==> config.mk <==
export PLATFORM = sky130hd
export DESIGN_NAME = amcxrfif_rdsched_flat
export DESIGN_NICKNAME = d
export VERILOG_FILES = /design/src/rtl/amcxrfif_rdsched_if.sv /design/src/rtl/amcxrfif_rdsched.sv /design/src/flat_wrapper.sv
export SDC_FILE = /design/constraint.sdc
export NUM_CORES = 1
export LEC_CHECK = 0
export ABC_AREA = 1
export CAP_MARGIN = 30
export CORE_ASPECT_RATIO = 0.75
export CORE_MARGIN = 2
export CORE_UTILIZATION = 41
export CTS_BUF_LIST = sky130_fd_sc_hd__clkbuf_4 sky130_fd_sc_hd__clkbuf_8 sky130_fd_sc_hd__clkbuf_16
export DETAILED_ROUTE_END_ITERATION = 10
export PLACE_DENSITY = 0.87
export SLEW_MARGIN = 15
export SYNTH_ARGS = -nofsm -noshare
export SYNTH_HDL_FRONTEND = slang
export SYNTH_SLANG_ARGS = --single-unit
==> constraint.sdc <==
create_clock -name CORETSE_AHBOlo -period 2.75 [get_ports CORETSE_AHBOlo]
set_clock_uncertainty 0.2 [all_clocks]
set_input_delay 0.55 -clock CORETSE_AHBOlo [delete_from_list [all_inputs] [get_ports CORETSE_AHBOlo]]
set_output_delay 0.55 -clock CORETSE_AHBOlo [all_outputs]
set_load 0.005 [all_outputs]
==> src/rtl/amcxrfif_rdsched_if.sv <==
// Bundle between the receive-FIFO read port, the two consumers and the read scheduler.
// slave = scheduler view, master = FIFO/consumer environment view.
interface amcxrfif_rdsched_if #(
  parameter int DW   = 32,
  parameter int CNTW = 16
);
  logic            frm_avail;
  logic [DW+3:0]   fifo_dat;
  logic            fifo_vld;
  logic            fifo_rd;
  logic [1:0]      req;
  logic [1:0]      drop;
  logic [1:0]      c_rdy;
  logic [1:0]      gnt;
  logic [1:0]      c_vld;
  logic [DW+3:0]   c_dat;
  logic            err_pls;
  logic [CNTW-1:0] drop_cnt;

  modport master (
    output frm_avail, fifo_dat, fifo_vld, req, drop, c_rdy,
    input  fifo_rd, gnt, c_vld, c_dat, err_pls, drop_cnt
  );

  modport slave (
    input  frm_avail, fifo_dat, fifo_vld, req, drop, c_rdy,
    output fifo_rd, gnt, c_vld, c_dat, err_pls, drop_cnt
  );
endinterface

==> src/rtl/amcxrfif_rdsched.sv <==
// Frame-granular round-robin read scheduler for the receive FIFO (DMA = req 0, CPU = req 1).
// Define AMCXRFIF_RDSCHED_TMO_EN to add the consumer-stall timeout watchdog.
module amcxrfif_rdsched #(
  parameter int DW      = 32,
  parameter int TMO_CYC = 1024,
  parameter int CNTW    = 16
) (
  input  logic                CORETSE_AHBOlo,
  input  logic                CORETSE_AHBI0II,
  amcxrfif_rdsched_if.slave   bus
);

  typedef enum logic [2:0] {
    IDLE  = 3'd0,
    ARB   = 3'd1,
    XFER  = 3'd2,
    DRAIN = 3'd3,
    GAP   = 3'd4
  } state_t;

  state_t          r_state;
  state_t          w_state_nxt;
  logic [1:0]      r_gnt;
  logic [1:0]      w_gnt_nxt;
  logic            r_rr_ptr;
  logic            w_rr_ptr_nxt;
  logic            r_first;
  logic            w_first_nxt;
  logic [CNTW-1:0] r_drop_cnt;
  logic [CNTW-1:0] w_drop_cnt_nxt;

  logic            w_g;
  logic            w_win;
  logic            w_sof;
  logic            w_eof;
  logic            w_fmt_err;
  logic            w_tmo;
  logic            w_fifo_rd;
  logic [1:0]      w_c_vld;
  logic            w_err;

  function automatic logic [CNTW-1:0] sat_inc(input logic [CNTW-1:0] v);
    if (&v) return v;
    return v + {{(CNTW-1){1'b0}}, 1'b1};
  endfunction

  assign w_sof = bus.fifo_dat[DW+3];
  assign w_eof = bus.fifo_dat[DW+2];

  // Grant is one-hot, so bit 1 alone identifies the owner.
  assign w_g   = r_gnt[1];
  assign w_win = bus.req[r_rr_ptr] ? r_rr_ptr : ~r_rr_ptr;

  // A frame must open with SOF and never carry another one before EOF.
  assign w_fmt_err = bus.fifo_vld & (r_first ? ~w_sof : w_sof);

`ifdef AMCXRFIF_RDSCHED_TMO_EN
  logic [15:0] r_tmo_cnt;
  logic [15:0] w_tmo_cnt_nxt;
  logic        w_stall;

  assign w_stall = bus.fifo_vld & ~bus.c_rdy[w_g];
  assign w_tmo   = (r_state == XFER) & w_stall & (r_tmo_cnt == 16'(TMO_CYC - 1));

  always_comb begin
    w_tmo_cnt_nxt = r_tmo_cnt;
    if (r_state != XFER) begin
      w_tmo_cnt_nxt = 16'd0;
    end else if (w_fifo_rd) begin
      w_tmo_cnt_nxt = 16'd0;
    end else if (w_stall) begin
      w_tmo_cnt_nxt = r_tmo_cnt + 16'd1;
    end
  end

  always_ff @(posedge CORETSE_AHBOlo) begin
    if (CORETSE_AHBI0II) begin
      r_tmo_cnt <= 16'd0;
    end else begin
      r_tmo_cnt <= w_tmo_cnt_nxt;
    end
  end
`else
  assign w_tmo = 1'b0;
`endif

  always_comb begin
    w_state_nxt    = r_state;
    w_gnt_nxt      = r_gnt;
    w_rr_ptr_nxt   = r_rr_ptr;
    w_first_nxt    = r_first;
    w_drop_cnt_nxt = r_drop_cnt;
    w_fifo_rd      = 1'b0;
    w_c_vld        = 2'b00;
    w_err          = 1'b0;

    case (r_state)
      IDLE: begin
        if (bus.frm_avail && (|bus.req)) w_state_nxt = ARB;
      end

      ARB: begin
        if (|bus.req) begin
          w_gnt_nxt    = w_win ? 2'b10 : 2'b01;
          w_rr_ptr_nxt = ~w_win;
          w_first_nxt  = 1'b1;
          w_state_nxt  = XFER;
        end else begin
          w_state_nxt  = IDLE;
        end
      end

      XFER: begin
        if (w_fmt_err || w_tmo) begin
          w_err       = 1'b1;
          w_state_nxt = DRAIN;
        end else begin
          w_c_vld[w_g] = bus.fifo_vld;
          w_fifo_rd    = bus.fifo_vld & bus.c_rdy[w_g];
          if (w_fifo_rd) w_first_nxt = 1'b0;
          // An EOF pop completes the frame even if drop arrives in the same cycle.
          if (w_fifo_rd && w_eof) begin
            w_gnt_nxt   = 2'b00;
            w_state_nxt = GAP;
          end else if (bus.drop[w_g]) begin
            w_state_nxt = DRAIN;
          end
        end
      end

      DRAIN: begin
        w_fifo_rd = bus.fifo_vld;
        if (bus.fifo_vld && w_eof) begin
          w_drop_cnt_nxt = sat_inc(r_drop_cnt);
          w_gnt_nxt      = 2'b00;
          w_state_nxt    = GAP;
        end
      end

      GAP: begin
        w_state_nxt = IDLE;
      end

      default: begin
        w_gnt_nxt   = 2'b00;
        w_state_nxt = IDLE;
      end
    endcase
  end

  always_ff @(posedge CORETSE_AHBOlo) begin
    if (CORETSE_AHBI0II) begin
      r_state    <= IDLE;
      r_gnt      <= 2'b00;
      r_rr_ptr   <= 1'b0;
      r_first    <= 1'b0;
      r_drop_cnt <= '0;
    end else begin
      r_state    <= w_state_nxt;
      r_gnt      <= w_gnt_nxt;
      r_rr_ptr   <= w_rr_ptr_nxt;
      r_first    <= w_first_nxt;
      r_drop_cnt <= w_drop_cnt_nxt;
    end
  end

  assign bus.fifo_rd  = w_fifo_rd;
  assign bus.c_vld    = w_c_vld;
  assign bus.c_dat    = bus.fifo_dat;
  assign bus.err_pls  = w_err;
  assign bus.gnt      = r_gnt;
  assign bus.drop_cnt = r_drop_cnt;

endmodule
==> src/flat_wrapper.sv <==
// flat-port wrapper written by rule: the top's interface ports become plain ports
module amcxrfif_rdsched_flat 
#(
  parameter int DW      = 32,
  parameter int TMO_CYC = 1024,
  parameter int CNTW    = 16
)
  (CORETSE_AHBOlo, CORETSE_AHBI0II, bus_frm_avail, bus_fifo_dat, bus_fifo_vld, bus_req, bus_drop, bus_c_rdy, bus_fifo_rd, bus_gnt, bus_c_vld, bus_c_dat, bus_err_pls, bus_drop_cnt);
  amcxrfif_rdsched_if #(.DW(DW), .CNTW(CNTW)) bus_i ();
  input  logic CORETSE_AHBOlo;
  input  logic CORETSE_AHBI0II;
  input wire logic [$bits(bus_i.frm_avail)-1:0] bus_frm_avail;
  input wire logic [$bits(bus_i.fifo_dat)-1:0] bus_fifo_dat;
  input wire logic [$bits(bus_i.fifo_vld)-1:0] bus_fifo_vld;
  input wire logic [$bits(bus_i.req)-1:0] bus_req;
  input wire logic [$bits(bus_i.drop)-1:0] bus_drop;
  input wire logic [$bits(bus_i.c_rdy)-1:0] bus_c_rdy;
  output wire logic [$bits(bus_i.fifo_rd)-1:0] bus_fifo_rd;
  output wire logic [$bits(bus_i.gnt)-1:0] bus_gnt;
  output wire logic [$bits(bus_i.c_vld)-1:0] bus_c_vld;
  output wire logic [$bits(bus_i.c_dat)-1:0] bus_c_dat;
  output wire logic [$bits(bus_i.err_pls)-1:0] bus_err_pls;
  output wire logic [$bits(bus_i.drop_cnt)-1:0] bus_drop_cnt;
  assign bus_i.frm_avail = bus_frm_avail;
  assign bus_i.fifo_dat = bus_fifo_dat;
  assign bus_i.fifo_vld = bus_fifo_vld;
  assign bus_i.req = bus_req;
  assign bus_i.drop = bus_drop;
  assign bus_i.c_rdy = bus_c_rdy;
  assign bus_fifo_rd = bus_i.fifo_rd;
  assign bus_gnt = bus_i.gnt;
  assign bus_c_vld = bus_i.c_vld;
  assign bus_c_dat = bus_i.c_dat;
  assign bus_err_pls = bus_i.err_pls;
  assign bus_drop_cnt = bus_i.drop_cnt;
  amcxrfif_rdsched #(.DW(DW), .TMO_CYC(TMO_CYC), .CNTW(CNTW)) u_core (.CORETSE_AHBOlo(CORETSE_AHBOlo), .CORETSE_AHBI0II(CORETSE_AHBI0II), .bus(bus_i));
endmodule
### Word level (Yosys, flattened, before mapping)

Index checks and enable logic that the tools add are counted.

| storage, ports and cells | value |
|---|---|
| output and inout bits | 58 |
| register bits after elaboration | 23 |
| word-level logic and storage cells | 79 |

| cells by class | value |
|---|---|
| bitwise gates (word level) | 7 |
| equal/unequal tests | 12 |
| reduce and logical (&&, ||, !) cells | 14 |
| order comparisons | 3 |
| multiplexer cells | 37 |
| add/subtract/negate cells | 1 |

Operator list:

| operator | count |
|---|---|
| two-way mux 1 bit | 18 |
| adder 16 x 1 -> 16 bit (second input constant) | 1 |
| two-way mux 16 bit | 1 |
| two-way mux 2 bit | 8 |
| AND reduction 16 bit | 1 |
| two-way mux 3 bit | 5 |
| one-hot mux 3 bit (4 select lines) | 1 |
| inequality test 2 x 1 -> 1 bit (second input constant) | 5 |
| one-hot mux 2 bit (4 select lines) | 1 |
| == test 3 x 2 -> 1 bit (second input constant) | 2 |
| AND reduction 3 bit | 2 |
| AND reduction 5 bit | 1 |
| logical AND 1 bit | 4 |
| less-than comparator 1 x 2 -> 1 bit (second input constant) | 2 |
| inequality test 2 bit (second input constant) | 2 |
| inequality test 4 x 1 -> 1 bit (second input constant) | 1 |
| inverter 1 bit | 4 |
| one-hot mux 1 bit (2 select lines) | 2 |
| AND reduction 4 bit | 1 |
| OR reduction 2 bit | 2 |
| == test 3 x 1 -> 1 bit (second input constant) | 1 |
| == test 3 bit (second input constant) | 1 |
| logical NOT 3 bit | 1 |
| bitwise AND 1 bit | 2 |
| 5 further kinds | 5 |

### Depth between registers and ports, before layout

| depth | value |
|---|---|
| depth after elaboration | 7 |
| mapped depth | 9 |
| depth with buffers taken out | 9 |

### Worst setup path before layout

No wires, ideal clock.

| timing path | value |
|---|---|
| kind | input to output |
| start point | input port bus_fifo_dat[35] |
| end point | output port bus_c_vld[0] |
| data arrival time | 1050 ps |
| cell stages on the path | 5 |
| setup slack | 950 ps |
| cells stage by stage | nor2_1 > nor2_1 > nor2_1 > inv_1 > nor3_1 |

| between the ends | value |
|---|---|
| cells in the longest elaborated chain, start to end | 5 |

Ends and longest elaborated chain:

| element | line | text |
|---|---|---|
| start, declared | flat_wrapper.sv:13 | `input wire logic [$bits(bus_i.fifo_dat)-1:0] bus_fifo_dat;` |
| inverter 1 bit | amcxrfif_rdsched.sv:55 | `assign w_fmt_err = bus.fifo_vld & (r_first ? ~w_sof : w_sof);` |
| two-way mux 1 bit (*) | amcxrfif_rdsched.sv:55 |  |
| bitwise AND 1 bit (*) | amcxrfif_rdsched.sv:55 |  |
| two-way mux 2 bit (*) | amcxrfif_rdsched.sv:114 | `if (w_fmt_err \|\| w_tmo) begin` |
| two-way mux 2 bit (*) | amcxrfif_rdsched.sv:97 | `case (r_state)` |
| end, declared | flat_wrapper.sv:20 | `output wire logic [$bits(bus_i.c_vld)-1:0] bus_c_vld;` |

Every way passes the cells marked *; elsewhere a longest branch is shown, timed or not.

### Final worst setup path

| timing path | value |
|---|---|
| start point | input port bus_fifo_vld |
| end point | output port bus_c_vld[1] |

| between the ends | value |
|---|---|
| cells in the longest elaborated chain, start to end | 3 |
| elaborated cells between the ends (all ways) | 4 |
| classes of those cells | 2 x mux; 2 x bitwise |

Ends and longest elaborated chain:

| element | line | text |
|---|---|---|
| start, declared | flat_wrapper.sv:14 | `input wire logic [$bits(bus_i.fifo_vld)-1:0] bus_fifo_vld;` |
| bitwise AND 2 bit (no line) / bitwise AND 1 bit (equally long branches) | - |  |
| two-way mux 2 bit (*) | amcxrfif_rdsched.sv:114 |  |
| two-way mux 2 bit (*) | amcxrfif_rdsched.sv:97 |  |

Marks and branches as above.

==> summary.txt <==
Outcome
  – Status: finished clean

Synth
  – Unique masters post-synth: 28
  – Area of the mapped netlist: 0.001734 mm²
  – Largest cells by area after synthesis: dfxtp_1, buf_4, nand2_1, inv_1, nor2_1
  – Share of the synthesized area in the top cell type: approximately a quarter
  – Post-synth EDFFs: 0
  – Synthesized instance count: about 260
  – Most frequent cell after synthesis: nand2_1
  – Most frequent cells after synthesis: nand2_1, buf_4, inv_1
  – Net Count, Synth: between 300 and 400
  – Synth warn: 0
  – Synthesized flop and latch total: 23
  – Ys flop type: dfxtp_1
  – Average size of a mapped cell: around 6.8 µm²
  – Sequential share of the synthesized area: a little over a quarter
  – Fraction of registers with async set or reset after synthesis: 0%
  – Largest area contributor in the netlist: dfxtp_1

STA
  – Setup-failing EPs final: 0
  – Final hold violation count: 0
  – Least-Margin Pin Slew: around 0.45 ns
  – Final worst slack: approximately 0.16 ns
  – Crit share post-route: ~94%
  – Slew Viols, Final: 0
  – Unrepaired setup endpoints after global routing: false
  – Relative slew margins: ~70%
  – Tmin final: roughly 2.6 ns
  – Fmax: about 390 MHz

CTS
  – CTS tree: done
  – Clock Root Buffer: clkbuf_8
  – Num Clock Sinks: 23
  – Clk_lat worst skew: between 0.2 and 0.3 ns
  – Hold buffers post-CTS: 0
  – H-tree level count: 1
  – Clock buffer depth: 2
  – Reg clk slew, reported paths: roughly 0.080 ns
  – Inserted Clock Buffers: 3

Layout
  – Antenna cell count: 0
  – Multi-input gate area: slightly below 900 µm²
  – Final core occ: 48.12%
  – Storage element area: approximately 460 µm²
  – Non-Filler Instances: about 320
  – Share of layout cells above drive strength 1: 12.21%
  – Filler Cells Inserted: approximately 410
  – Area grow syn2layout: 12.48%
  – Nets@finish: 310

Power
  – Comb power frac: between 20 and 25%
  – Clock group share of total power: approximately 28%
  – Leakage power: between 0.0007 and 0.0008 µW
  – PD cells: roughly 390 mW/mm²
  – VDD IR max: 363.7 µV
  – P_sw: ~220 µW
  – Switch share: slightly below 30%
  – Flop pwr share: roughly half
  – Total chip power: 752.5 µW
  – Internal: 529.6 µW

Placed design
  – Hpwl dp: 2844 µm
  – Number of port buffers: 35
  – RePlAce Congestion: 0.8859
  – Setup WS pre-CTS: -0.1914 ns
  – Cell total after placement: 312

Routing
  – Drt initial violations: slightly above 90
  – WL per Instance: 11.39 µm
  – DR pass1 iterations: 4
  – Residual DRC: 0
  – WL final: 3610 µm
  – Antenna Nets Post-Route: 0
  – Avg Vias per Cell: 4.729
  – Vias post-DR: 1,499

Worst setup path
  – CP required: 2.00 ns
  – Crit path capture type: output pin
  – CP arrival: about 1.8 ns
  – CP max FO: 2
  – CP Launch Type: input pin
  – Crit Path Category: in2out

GRT
  – Tot GR Track Use: between 10% and 20%
  – Vias in the first global route: approximately 1.4k
  – Total gr overflow: 0
  – First-pass GRT wire length: between 6000 and 7000 µm
  – Largest net degree at the start of global routing: 14
  – Initial antenna violation count: 0

Die
  – Core Rows: 20
  – Width of the die: between 70 and 80 µm
  – Ports: approximately 100
  – Core area: 0.004054 mm²
  – Initial Util: a little over two fifths
  – Total Die Area: about 0.0048 mm²
  – Die Y-Extent: between 60 and 70 µm

Hold path
  – Worst Hold Class: reg2reg

Job
  – Max-cap check violation count: 0
==> critical path, cell delays in order <==
cell and delay (ns):
clkdlybuf4s50_1 0.48, nand2_1 0.06, nor2_2 0.16, nor2_2 0.07, buf_4 0.14, inv_1 0.07
nor3_1 0.05, dlygate4sd2_1 0.27
==> area by class of cell <==
type,instances,area share [%]
clock buffer,3,2.117
clock inverter,1,0.2566
inverter,26,5.003
multi-input combinational,167,44.77
sequential,23,23.60
tap,55,3.528
timing repair buffer,42,20.72
==> cells by family (layout without fill, tap and decap cells) <==
kind of cell	count (synthesis)	in the layout	share of synthesized area [%]
xor gates and xnor gates	10	10	5.050
AOI/OAI and AO/OA	26	26	8.947
buffers and inverters	66	72	23.38
DFF	23	23	26.55
and+or+nand+nor	130	130	35.35
adders and majority gates	1	1	0.7214
==> sequential cells by signal, indices dropped and copies added (netlist names) <==
signal / cells
u_core.r_state: 3
u_core.bus.gnt: 2
u_core.bus.drop_cnt: 16
u_core.r_first: 1
u_core.r_rr_ptr: 1
==> timing repair <==
item | CTS | global route
gates cloned | 0 | 0
gates resized for setup | 3 | 4
setup endpoints to repair | 3 | 3
hold endpoints to repair | 0 | 0
setup buffers | 1 | 0
pin swaps | 1 | 1
==> stage by stage <==
stage | TNS, ns | instance area [µm²] | hold slack [ns]
after floorplan | 0 | 1734 | 0.2547
after global placement | -0.1635 | 1891 | 0.2596
after detailed placement | -0.4457 | 1891 | 0.2739
after CTS | 0 | 1941 | 0.2859
after global routing | 0 | 1951 | 0.3335
final | 0 | 1951 | 0.2773
==> per-layer routing <==
metal | wire length (µm) | GRT usage [%]
met2 | 1574 | 25.79
met4 | 21 | 2.709
met1 | 1750 | 22.12
met3 | 263 | 3.625
met5 | 0 | 0
==> worst paths after layout <==
path,slack (ns),from,cells after the start,to
min,0.28,u_core.bus.gnt[0],2,u_core.bus.gnt[0]
max,0.16,bus_fifo_vld,8,bus_c_vld[1]
max reg2reg,0.84,u_core.bus.drop_cnt[0],7,u_core.bus.drop_cnt[10]
min reg2reg,0.28,u_core.bus.gnt[0],2,u_core.bus.gnt[0]
==> cells in the final DEF, fill, tap and decap left out <==
cell / instances
or2_2: 1
clkbuf_8: 3
buf_4: 7
xnor2_1: 6
inv_1: 26
dfxtp_1: 23
xor2_1: 4
a21oi_2: 5
and2_1: 1
nor2_2: 2
nand2_2: 5
nand2_1: 65
nor3_1: 4
nand3_1: 17
o21a_1: 1
ha_1: 1
nand4_4: 1
dlygate4sd2_1: 3
nand2_4: 1
clkdlybuf4s50_1: 30
dlymetal6s2s_1: 2
nor2_1: 22
a21oi_1: 15
nand4_1: 4
a31oi_1: 1
clkinv_2: 1
nand3_2: 2
o211ai_1: 1
nand3b_1: 1
o21ai_0: 3
nor2_4: 4
==> power groups by stage <==
stage                     clock [µW]  combinational [µW]  sequential (µW)
after floorplan                    0                 147              374
after global placement             0                 165              377
after detailed placement           0                 169              378
after CTS                        220                 171              370
after global routing             228                 199              375
final                            208                 174              370
(Power assumes the default switching activity.)
